<file path="src/rtl/alu_pipe_if.sv">
// Operand/result bus of the pipelined ALU: input handshake, output handshake,
// result flags, error status and transaction counter.
interface alu_pipe_if #(
    parameter int WIDTH = 32
);
    logic             in_valid;
    logic             in_ready;
    logic [WIDTH-1:0] A_in;
    logic [WIDTH-1:0] B_in;
    logic [3:0]       Alu_Cntrl;
    logic             Cin;
    logic             out_valid;
    logic             out_ready;
    logic [WIDTH-1:0] OUT;
    logic             Zero;
    logic             oVerflow;
    logic             Carry;
    logic             Negative;
    logic             Illegal;
    logic             err_sticky;
    logic             err_clr;
    logic [15:0]      op_count;

    modport master (
        output in_valid, A_in, B_in, Alu_Cntrl, Cin, out_ready, err_clr,
        input  in_ready, out_valid, OUT, Zero, oVerflow, Carry, Negative,
               Illegal, err_sticky, op_count
    );

    modport slave (
        input  in_valid, A_in, B_in, Alu_Cntrl, Cin, out_ready, err_clr,
        output in_ready, out_valid, OUT, Zero, oVerflow, Carry, Negative,
               Illegal, err_sticky, op_count
    );
endinterface

</file>
<file path="src/rtl/alu_pipe.sv">
// Pipelined ALU: compute in the first stage, pure delay afterwards, with a
// global stall (advance) driven by the output handshake.
module alu_pipe #(
    parameter int WIDTH  = 32,
    parameter int STAGES = 2
) (
    input  logic       clk,
    input  logic       reset,
    alu_pipe_if.slave  bus
);
    localparam int SW  = $clog2(WIDTH);
    localparam int MSB = WIDTH - 1;

    typedef enum logic [3:0] {
        OP_EQ   = 4'd0,
        OP_LT   = 4'd1,
        OP_LTU  = 4'd2,
        OP_GT   = 4'd3,
        OP_GTU  = 4'd4,
        OP_ADD  = 4'd5,
        OP_ADDU = 4'd6,
        OP_SUB  = 4'd7,
        OP_SLL  = 4'd8,
        OP_SRL  = 4'd9,
        OP_SRA  = 4'd10,
        OP_OR   = 4'd11,
        OP_XOR  = 4'd12,
        OP_AND  = 4'd13
    } op_e;

    typedef struct packed {
        logic             ill;
        logic             z;
        logic             v;
        logic             c;
        logic             n;
        logic [WIDTH-1:0] res;
    } result_t;

    result_t          calc_d;
    result_t          data_q [STAGES];
    logic [STAGES-1:0] valid_q;
    logic [WIDTH:0]   sum_d;
    logic [WIDTH-1:0] bNeg_d;
    logic [SW-1:0]    shamt_d;
    logic             advance;
    logic             inXfer;
    logic             outXfer;
    logic             err_q;
    logic [15:0]      cnt_q;

    assign shamt_d = bus.B_in[SW-1:0];
    assign bNeg_d  = ~bus.B_in + WIDTH'(1);

    always_comb begin
        calc_d = '0;
        sum_d  = '0;
        case (op_e'(bus.Alu_Cntrl))
            OP_EQ:   calc_d.z = (bus.A_in == bus.B_in);
            OP_LT:   calc_d.z = ($signed(bus.A_in) < $signed(bus.B_in));
            OP_LTU:  calc_d.z = (bus.A_in < bus.B_in);
            OP_GT:   calc_d.z = ($signed(bus.A_in) > $signed(bus.B_in));
            OP_GTU:  calc_d.z = (bus.A_in > bus.B_in);
            OP_ADD, OP_ADDU: begin
                sum_d      = {1'b0, bus.A_in} + {1'b0, bus.B_in} + {{WIDTH{1'b0}}, bus.Cin};
                calc_d.res = sum_d[MSB:0];
                calc_d.c   = sum_d[WIDTH];
                calc_d.v   = (bus.A_in[MSB] == bus.B_in[MSB]) & (bus.A_in[MSB] != sum_d[MSB]);
            end
            OP_SUB: begin
                sum_d      = {1'b0, bus.A_in} + {1'b0, bNeg_d} + {{WIDTH{1'b0}}, bus.Cin};
                calc_d.res = sum_d[MSB:0];
                calc_d.c   = sum_d[WIDTH];
                calc_d.v   = (bus.A_in[MSB] != bus.B_in[MSB]) & (bus.A_in[MSB] != sum_d[MSB]);
            end
            OP_SLL:  calc_d.res = bus.A_in << shamt_d;
            OP_SRL:  calc_d.res = bus.A_in >> shamt_d;
            OP_SRA:  calc_d.res = $signed(bus.A_in) >>> shamt_d;
            OP_OR:   calc_d.res = bus.A_in | bus.B_in;
            OP_XOR:  calc_d.res = bus.A_in ^ bus.B_in;
            OP_AND:  calc_d.res = bus.A_in & bus.B_in;
            default: calc_d.ill = 1'b1;
        endcase
        calc_d.n = calc_d.ill ? 1'b0 : calc_d.res[MSB];
    end

    // Every stage moves together; a bubble is simply a stage with valid low.
    assign advance = ~valid_q[STAGES-1] | bus.out_ready;
    assign inXfer  = bus.in_valid & advance;
    assign outXfer = valid_q[STAGES-1] & bus.out_ready;

    always_ff @(posedge clk or negedge reset) begin
        if (!reset) begin
            valid_q <= '0;
            for (int i = 0; i < STAGES; i++) begin
                data_q[i] <= '0;
            end
        end else if (advance) begin
            valid_q[0] <= bus.in_valid;
            data_q[0]  <= calc_d;
            for (int i = 1; i < STAGES; i++) begin
                valid_q[i] <= valid_q[i-1];
                data_q[i]  <= data_q[i-1];
            end
        end
    end

    // A new illegal delivery takes priority over a clear in the same cycle.
    always_ff @(posedge clk or negedge reset) begin
        if (!reset) begin
            err_q <= 1'b0;
            cnt_q <= '0;
        end else begin
            if (outXfer && data_q[STAGES-1].ill) begin
                err_q <= 1'b1;
            end else if (bus.err_clr) begin
                err_q <= 1'b0;
            end
            if (inXfer && (cnt_q != 16'hFFFF)) begin
                cnt_q <= cnt_q + 16'd1;
            end
        end
    end

    assign bus.in_ready   = advance;
    assign bus.out_valid  = valid_q[STAGES-1];
    assign bus.OUT        = data_q[STAGES-1].res;
    assign bus.Zero       = data_q[STAGES-1].z;
    assign bus.oVerflow   = data_q[STAGES-1].v;
    assign bus.Carry      = data_q[STAGES-1].c;
    assign bus.Negative   = data_q[STAGES-1].n;
    assign bus.Illegal    = data_q[STAGES-1].ill;
    assign bus.err_sticky = err_q;
    assign bus.op_count   = cnt_q;
endmodule

</file>
<file path="src/flat_wrapper.sv">
// flat-port wrapper written by rule: the top's interface ports become plain ports
module alu_pipe_flat 
#(
    parameter int WIDTH  = 32,
    parameter int STAGES = 2
)
  (clk, reset, bus_in_valid, bus_A_in, bus_B_in, bus_Alu_Cntrl, bus_Cin, bus_out_ready, bus_err_clr, bus_in_ready, bus_out_valid, bus_OUT, bus_Zero, bus_oVerflow, bus_Carry, bus_Negative, bus_Illegal, bus_err_sticky, bus_op_count);
  alu_pipe_if #(.WIDTH(WIDTH)) bus_i ();
  input  logic clk;
  input  logic reset;
  input wire logic [$bits(bus_i.in_valid)-1:0] bus_in_valid;
  input wire logic [$bits(bus_i.A_in)-1:0] bus_A_in;
  input wire logic [$bits(bus_i.B_in)-1:0] bus_B_in;
  input wire logic [$bits(bus_i.Alu_Cntrl)-1:0] bus_Alu_Cntrl;
  input wire logic [$bits(bus_i.Cin)-1:0] bus_Cin;
  input wire logic [$bits(bus_i.out_ready)-1:0] bus_out_ready;
  input wire logic [$bits(bus_i.err_clr)-1:0] bus_err_clr;
  output wire logic [$bits(bus_i.in_ready)-1:0] bus_in_ready;
  output wire logic [$bits(bus_i.out_valid)-1:0] bus_out_valid;
  output wire logic [$bits(bus_i.OUT)-1:0] bus_OUT;
  output wire logic [$bits(bus_i.Zero)-1:0] bus_Zero;
  output wire logic [$bits(bus_i.oVerflow)-1:0] bus_oVerflow;
  output wire logic [$bits(bus_i.Carry)-1:0] bus_Carry;
  output wire logic [$bits(bus_i.Negative)-1:0] bus_Negative;
  output wire logic [$bits(bus_i.Illegal)-1:0] bus_Illegal;
  output wire logic [$bits(bus_i.err_sticky)-1:0] bus_err_sticky;
  output wire logic [$bits(bus_i.op_count)-1:0] bus_op_count;
  assign bus_i.in_valid = bus_in_valid;
  assign bus_i.A_in = bus_A_in;
  assign bus_i.B_in = bus_B_in;
  assign bus_i.Alu_Cntrl = bus_Alu_Cntrl;
  assign bus_i.Cin = bus_Cin;
  assign bus_i.out_ready = bus_out_ready;
  assign bus_i.err_clr = bus_err_clr;
  assign bus_in_ready = bus_i.in_ready;
  assign bus_out_valid = bus_i.out_valid;
  assign bus_OUT = bus_i.OUT;
  assign bus_Zero = bus_i.Zero;
  assign bus_oVerflow = bus_i.oVerflow;
  assign bus_Carry = bus_i.Carry;
  assign bus_Negative = bus_i.Negative;
  assign bus_Illegal = bus_i.Illegal;
  assign bus_err_sticky = bus_i.err_sticky;
  assign bus_op_count = bus_i.op_count;
  alu_pipe #(.WIDTH(WIDTH), .STAGES(STAGES)) u_core (.clk(clk), .reset(reset), .bus(bus_i));
endmodule
</file>
<file path="config.mk">
export PLATFORM = sky130hd
export DESIGN_NAME = alu_pipe_flat
export DESIGN_NICKNAME = d
export VERILOG_FILES = /design/src/rtl/alu_pipe_if.sv /design/src/rtl/alu_pipe.sv /design/src/flat_wrapper.sv
export SDC_FILE = /design/constraint.sdc
export NUM_CORES = 1
export LEC_CHECK = 0
export BUFFER_PORTS_ARGS = -buffer_cell sky130_fd_sc_hd__buf_2
export CORE_MARGIN = 2
export CORE_UTILIZATION = 61
export DETAILED_ROUTE_END_ITERATION = 6
export HOLD_SLACK_MARGIN = 0.08
export PLACE_DENSITY = 0.92
export SETUP_SLACK_MARGIN = 0.02
export SYNTH_ARGS = -nofsm -noshare
export SYNTH_HDL_FRONTEND = slang
export SYNTH_SLANG_ARGS = --single-unit
</file>
<file path="constraint.sdc">
create_clock -name clk -period 2.7 [get_ports clk]
set_input_delay 0.27 -clock clk [delete_from_list [all_inputs] [get_ports clk]]
set_output_delay 0.27 -clock clk [all_outputs]
set_load 0.01 [all_outputs]
</file>
==> reports/results.txt, run 1 <==
Aggregate global routing overflow -> 77
Number of warnings printed during yosys synthesis -> 0
Pin count of the biggest net entering global routing -> 68
Root Buffer Master -> sky130_fd_sc_hd__clkbuf_16
Gate Count Post-Synth -> 1814
Post-synthesis sequential element count -> 93
Xor and xnor fraction of the mapped netlist area -> 5.39%
Most used flip-flop cell after synthesis -> sky130_fd_sc_hd__dfrtp_1
Mapped cell area -> 0.0140 mm^2
Synthesized area per cell -> 7.70 um^2
Simple-gate area share of the yosys netlist -> 20.5%
Global router's overall resource usage -> 73.9%
Total half-perimeter wirelength after legalization and detailed placement -> 49700 um
Initial core utilization -> 61.9%
Rows -> 55
Combinational family with the most area after synthesis -> compound AO/OA/AOI/OAI gates
Biggest area contributors in the synthesized netlist -> sky130_fd_sc_hd__dfrtp_1 17%, sky130_fd_sc_hd__ha_1 12%, sky130_fd_sc_hd__mux4_2 7.3%
Dominant cell by count in the synthesized netlist -> sky130_fd_sc_hd__nand2_1
Post-synthesis cell type with the largest combined area -> sky130_fd_sc_hd__dfrtp_1
Dpl cell area -> 0.0178 mm^2
Maximum root-to-sink buffer count -> 2
Number of top-level pins -> 130
Outcome -> aborted with a tool error
Chip Width -> 155 um
Cts bufs inserted -> 9
Total nets after synthesis -> 2023
Via count of the first global-routing pass -> 22300
Count of cell types in the netlist -> 91
Multiplexer share of the synthesized area -> 13.1%
Error that halted the flow -> [ERROR GRT-0116] Global routing finished with congestion. Check the congestion regions in the DRC Viewer.
Adder-cell share of the synthesized area -> 12.3%
Worst slack at placement -> -1.20 ns
TritonCTS Sinks -> 93
Commonest cells in the netlist -> 269 x sky130_fd_sc_hd__nand2_1, 166 x sky130_fd_sc_hd__nor2_1, 132 x sky130_fd_sc_hd__a21oi_1, 132 x sky130_fd_sc_hd__ha_1, 93 x sky130_fd_sc_hd__dfrtp_1
Final Wtd Congestion -> 1.31
Fraction of the mapped netlist area in compound gates -> 24.1%
Async set-reset flop share out of synthesis -> 100%
Htree depth -> 3
Fail Step -> global routing
Number of synthesized flops with an enable pin -> 0
Die height -> 155 um
# port buffers -> 129
First-pass GRT wire length -> 135000 um
Count of placed standard cells including taps -> 2521
Share of the synthesized area in the top cell type -> 16.7%
Share of synthesized area occupied by flip-flops and latches -> 16.7%
## metrics by stage
stage / hold slack (ns) / utilization, %
4_1_cts: 0.114 / 84.5
3_5_place_dp: 0.283 / 78.7
3_3_place_gp: 0.286 / 78.7
2_1_floorplan: -0.0256 / -
## routing by layer
layer | GRT overflow | GRT usage (%)
met4 | 39 | 72.4
met5 | 1 | 38.7
met3 | 0 | 62.2
met2 | 35 | 88.3
met1 | 2 | 73.0
## timing repair
action                     4_1_cts
gates resized for setup        163
setup endpoints to repair       35
buffers inserted                33
hold buffers                     1
hold endpoints to repair        39
pin swaps                       79
## cell families after synthesis
| family | after synthesis |
|---|---|
| DFF | 93 |
| AOI/OAI and AO/OA | 510 |
| muxes | 120 |
| adders and majority gates | 135 |
| xor gates and xnor gates | 86 |
| and+or+nand+nor | 638 |
| buffers and inverters | 232 |
==> run 2, diff against run 1 <==
--- a/config.mk
+++ b/config.mk
@@ -7,11 +7,9 @@
 export LEC_CHECK = 0
 export BUFFER_PORTS_ARGS = -buffer_cell sky130_fd_sc_hd__buf_2
 export CORE_MARGIN = 2
-export CORE_UTILIZATION = 61
+export CORE_UTILIZATION = 40
 export DETAILED_ROUTE_END_ITERATION = 6
-export HOLD_SLACK_MARGIN = 0.08
-export PLACE_DENSITY = 0.92
-export SETUP_SLACK_MARGIN = 0.02
+export PLACE_DENSITY_LB_ADDON = 0.15
 export SYNTH_ARGS = -nofsm -noshare
 export SYNTH_HDL_FRONTEND = slang
 export SYNTH_SLANG_ARGS = --single-unit
==> reports/results.txt, run 2 <==
Die height -> 191 um (+23%)
IR drop worst, VDD -> 0.401 mV
R2r worst-path depth -> 8
Worst slew margin relative to its limit -> 46.9%
Count of cell types in the netlist -> 91 (unchanged)
First-pass GRT wire length -> 103000 um
Mapped cell area -> 0.0140 mm^2 (unchanged)
Outcome -> complete, but fails checks
# DRC -> 0
Max capacitance violation total -> 0
Post-DR vias/cell -> 5.98
CP endpoint kind -> register
Setup-failing EPs final -> 29
Worst-case hold path end point -> u_core.bus.err_sticky
Hold slack final -> 0.118 ns
Final total power -> 0.00753 W
Highest fanout seen on the critical path -> 4
Via total after detailed routing -> 17100
Root Buffer Master -> sky130_fd_sc_hd__clkbuf_16
Pwr/cell area -> 358 mW/mm^2
Final Core Density -> 60.9%
Violations in the final reports -> negative setup slack
Filler Cell Count -> 3174
Number of synthesized flops with an enable pin -> 0 (unchanged)
Most used flip-flop cell after synthesis -> sky130_fd_sc_hd__dfrtp_1
CTS tree -> yes
Share of post-route cells with drive strength above 1 -> 41.7%
Critical path's slowest cell -> sky130_fd_sc_hd__or3_4
Initial core utilization -> 40.5% (-21 points)
Aggregate global routing overflow -> 0
Critical register-to-register path endpoint -> u_core.bus.op_count[15]
Leakage power -> 9.86 nW
# port buffers -> 129 (unchanged)
Number of flip-flops under the largest register name -> 37
Number of warnings printed during yosys synthesis -> 0 (unchanged)
Tightest Hold Check Type -> primary input to register
Final number of hold-violating endpoints -> 0
Most frequent cells in the layout -> 540 x sky130_fd_sc_hd__buf_4, 257 x sky130_fd_sc_hd__nand2_1, 151 x sky130_fd_sc_hd__nor2_1, 111 x sky130_fd_sc_hd__buf_2, 108 x sky130_fd_sc_hd__ha_1
Via count of the first global-routing pass -> 16300
Area Overhead vs Synth -> 50.4%
Final Wtd Congestion -> 1.02 (-22%)
Leading cell type in the layout, fill and taps excluded -> sky130_fd_sc_hd__buf_4
Clock-pin slew of the registers on the worst-case setup and hold paths -> 0.07 ns
Commonest cells in the netlist -> 269 x sky130_fd_sc_hd__nand2_1, 166 x sky130_fd_sc_hd__nor2_1, 132 x sky130_fd_sc_hd__a21oi_1, 132 x sky130_fd_sc_hd__ha_1, 93 x sky130_fd_sc_hd__dfrtp_1
Worst slack at placement -> -1.17 ns (+0.0283 ns)
Maximum root-to-sink buffer count -> 2 (unchanged)
Worst Path Class, Setup -> primary input to register
Biggest area contributors in the synthesized netlist -> sky130_fd_sc_hd__dfrtp_1 17%, sky130_fd_sc_hd__ha_1 12%, sky130_fd_sc_hd__mux4_2 7.3%
Number of top-level pins -> 130 (unchanged)
Tmin final -> 3.42 ns
Count of pins over their slew limit -> 0
Global router's overall resource usage -> 37.9%
Instance count along the most critical hold path -> 2
Worst Hold Launch -> bus_err_clr
Drt pass-1 iters -> 6
Cts bufs inserted -> 9 (unchanged)
Ordered cell list for the critical path -> buf_6 > inv_4 > nand4_1 > or3_4 > buf_6 > nor2_4 > nand2_2 > nor2_2 > xnor2_1 > ha_2 > a21oi_4 > o21ai_4 > or3_4 > o21bai_4 > buf_12 > o21ai_4 > a221o_1 > a21oi_2 > o21ai_1
Later-pin clock latency in the skew report -> 0.36 ns
Required @ worst endpoint -> 2.94 ns
Gate Count Post-Synth -> 1814 (unchanged)
Actual transition at the worst max-transition pin -> 0.796 ns
R2r setup slk -> 0.51 ns
Nets -> 2609
Async set-reset flop share out of synthesis -> 100% (unchanged)
Worst clock skew on the final layout -> 0.0130 ns
Number of design-rule violations left by the first detailed-router iteration -> 1974
Total half-perimeter wirelength after legalization and detailed placement -> 56600 um (+14%)
Worst setup SP type -> primary input
Wirelength per Cell -> 24.7 um
Post-synthesis sequential element count -> 93 (unchanged)
Antenna Nets Post-Route -> 0
Most flop-heavy register -> u_core.data_q
Synthesized area per cell -> 7.70 um^2 (unchanged)
Final wirelength -> 70700 um
Pin count of the biggest net entering global routing -> 68
Chip Width -> 191 um (+23%)
Origin of the critical flop-to-flop path -> u_core.bus.op_count[7]
Design Area, Final -> 0.0210 mm^2
Htree depth -> 3 (unchanged)
Dpl cell area -> 0.0189 mm^2 (+6.5%)
Signal arrival time at the worst endpoint -> 3.66 ns
Share of synthesized area occupied by flip-flops and latches -> 16.7% (unchanged)
Total nets after synthesis -> 2023 (unchanged)
Share of the synthesized area in the top cell type -> 16.7% (unchanged)
Fraction of the cycle the final worst path needs -> 127%
TritonCTS Sinks -> 93 (unchanged)
Rows -> 68 (+24%)
Core region area -> 0.0345 mm^2
Final setup margin -> -0.723 ns
Unrepaired setup endpoints after global routing -> yes
Full die area -> 0.0364 mm^2
Number of antenna violations at the first check in global routing -> 0
CP max stage delay -> 0.38 ns
Dominant cell by count in the synthesized netlist -> sky130_fd_sc_hd__nand2_1
Post-synthesis cell type with the largest combined area -> sky130_fd_sc_hd__dfrtp_1
Maximum clock frequency -> 292 MHz
## run 2: cell counts after synthesis
Identical to the previous run, type by type.
## run 2: metrics by stage
stage          setup TNS (ns)  std cells
2_1_floorplan          -13.19       1814
3_3_place_gp           -27.98       2809
3_5_place_dp           -29.28       2809
4_1_cts                -11.00       2843
5_1_grt                -15.35       2860
6_report               -12.59       2861
## run 2: layout make-up
type	count	area [um^2]	area share (%)
well taps	455	569	2.71
multi-input cells	1489	11900	56.7
clock buffers	10	229	1.09
inverters	90	375	1.79
flip-flops and latches	93	2330	11.1
clock inverters	6	71.3	0.340
diodes	1	2.50	0.0119
repair buffers	717	5520	26.3
## run 2: layer usage
layer	GRT usage (%)	up-vias	part of all wire (%)
met5	0	-	0
met4	11.7	0	3.5
met3	4.82	141	8.7
met2	59.9	895	45
met1	53.6	8315	43
li1	-	7766	-
## run 2: logic make-up after synthesis
family | synth area share, %
xor+xnor | 5.39
fa+ha+maj | 12.3
compound gates | 24.1
buf+inv | 7.98
simple gates | 20.5
mux | 13.1
flops | 16.7
## run 2: worst max path at each step
stage,start,to
floorplan,bus_B_in[0],u_core.data_q[66]
global placement,bus_B_in[4],u_core.data_q[54]
detailed placement,bus_B_in[9],u_core.data_q[59]
CTS,bus_B_in[7],u_core.data_q[68]
global route,bus_B_in[7],u_core.data_q[70]
finish,bus_B_in[7],u_core.data_q[70]
## run 2: repair_timing
item	in CTS	in global routing
setup endpoints to repair	33	33
resized for setup	147	152
buffers inserted	24	19
hold buffers	1	0
endpoints found under the hold margin	48	0
pin swaps	82	73
## run 2: power by group
group	internal, W	leakage (nW)	total [W]	switching, W
clock network	0.000729	0.145	0.00134	0.000606
registers	0.00160	1.24	0.00176	0.000165
logic	0.00203	8.48	0.00443	0.00240
## run 2: worst max-delay path: cells and delay by family
kind	cells	cell delay (ns)
xor gates and xnor gates	1	0.13
AOI/OAI and AO/OA	7	1.18
buffers and inverters	4	0.42
and+or+nand+nor	6	1.30
adders and majority gates	1	0.34
Power figures use the tool's default switching activity.
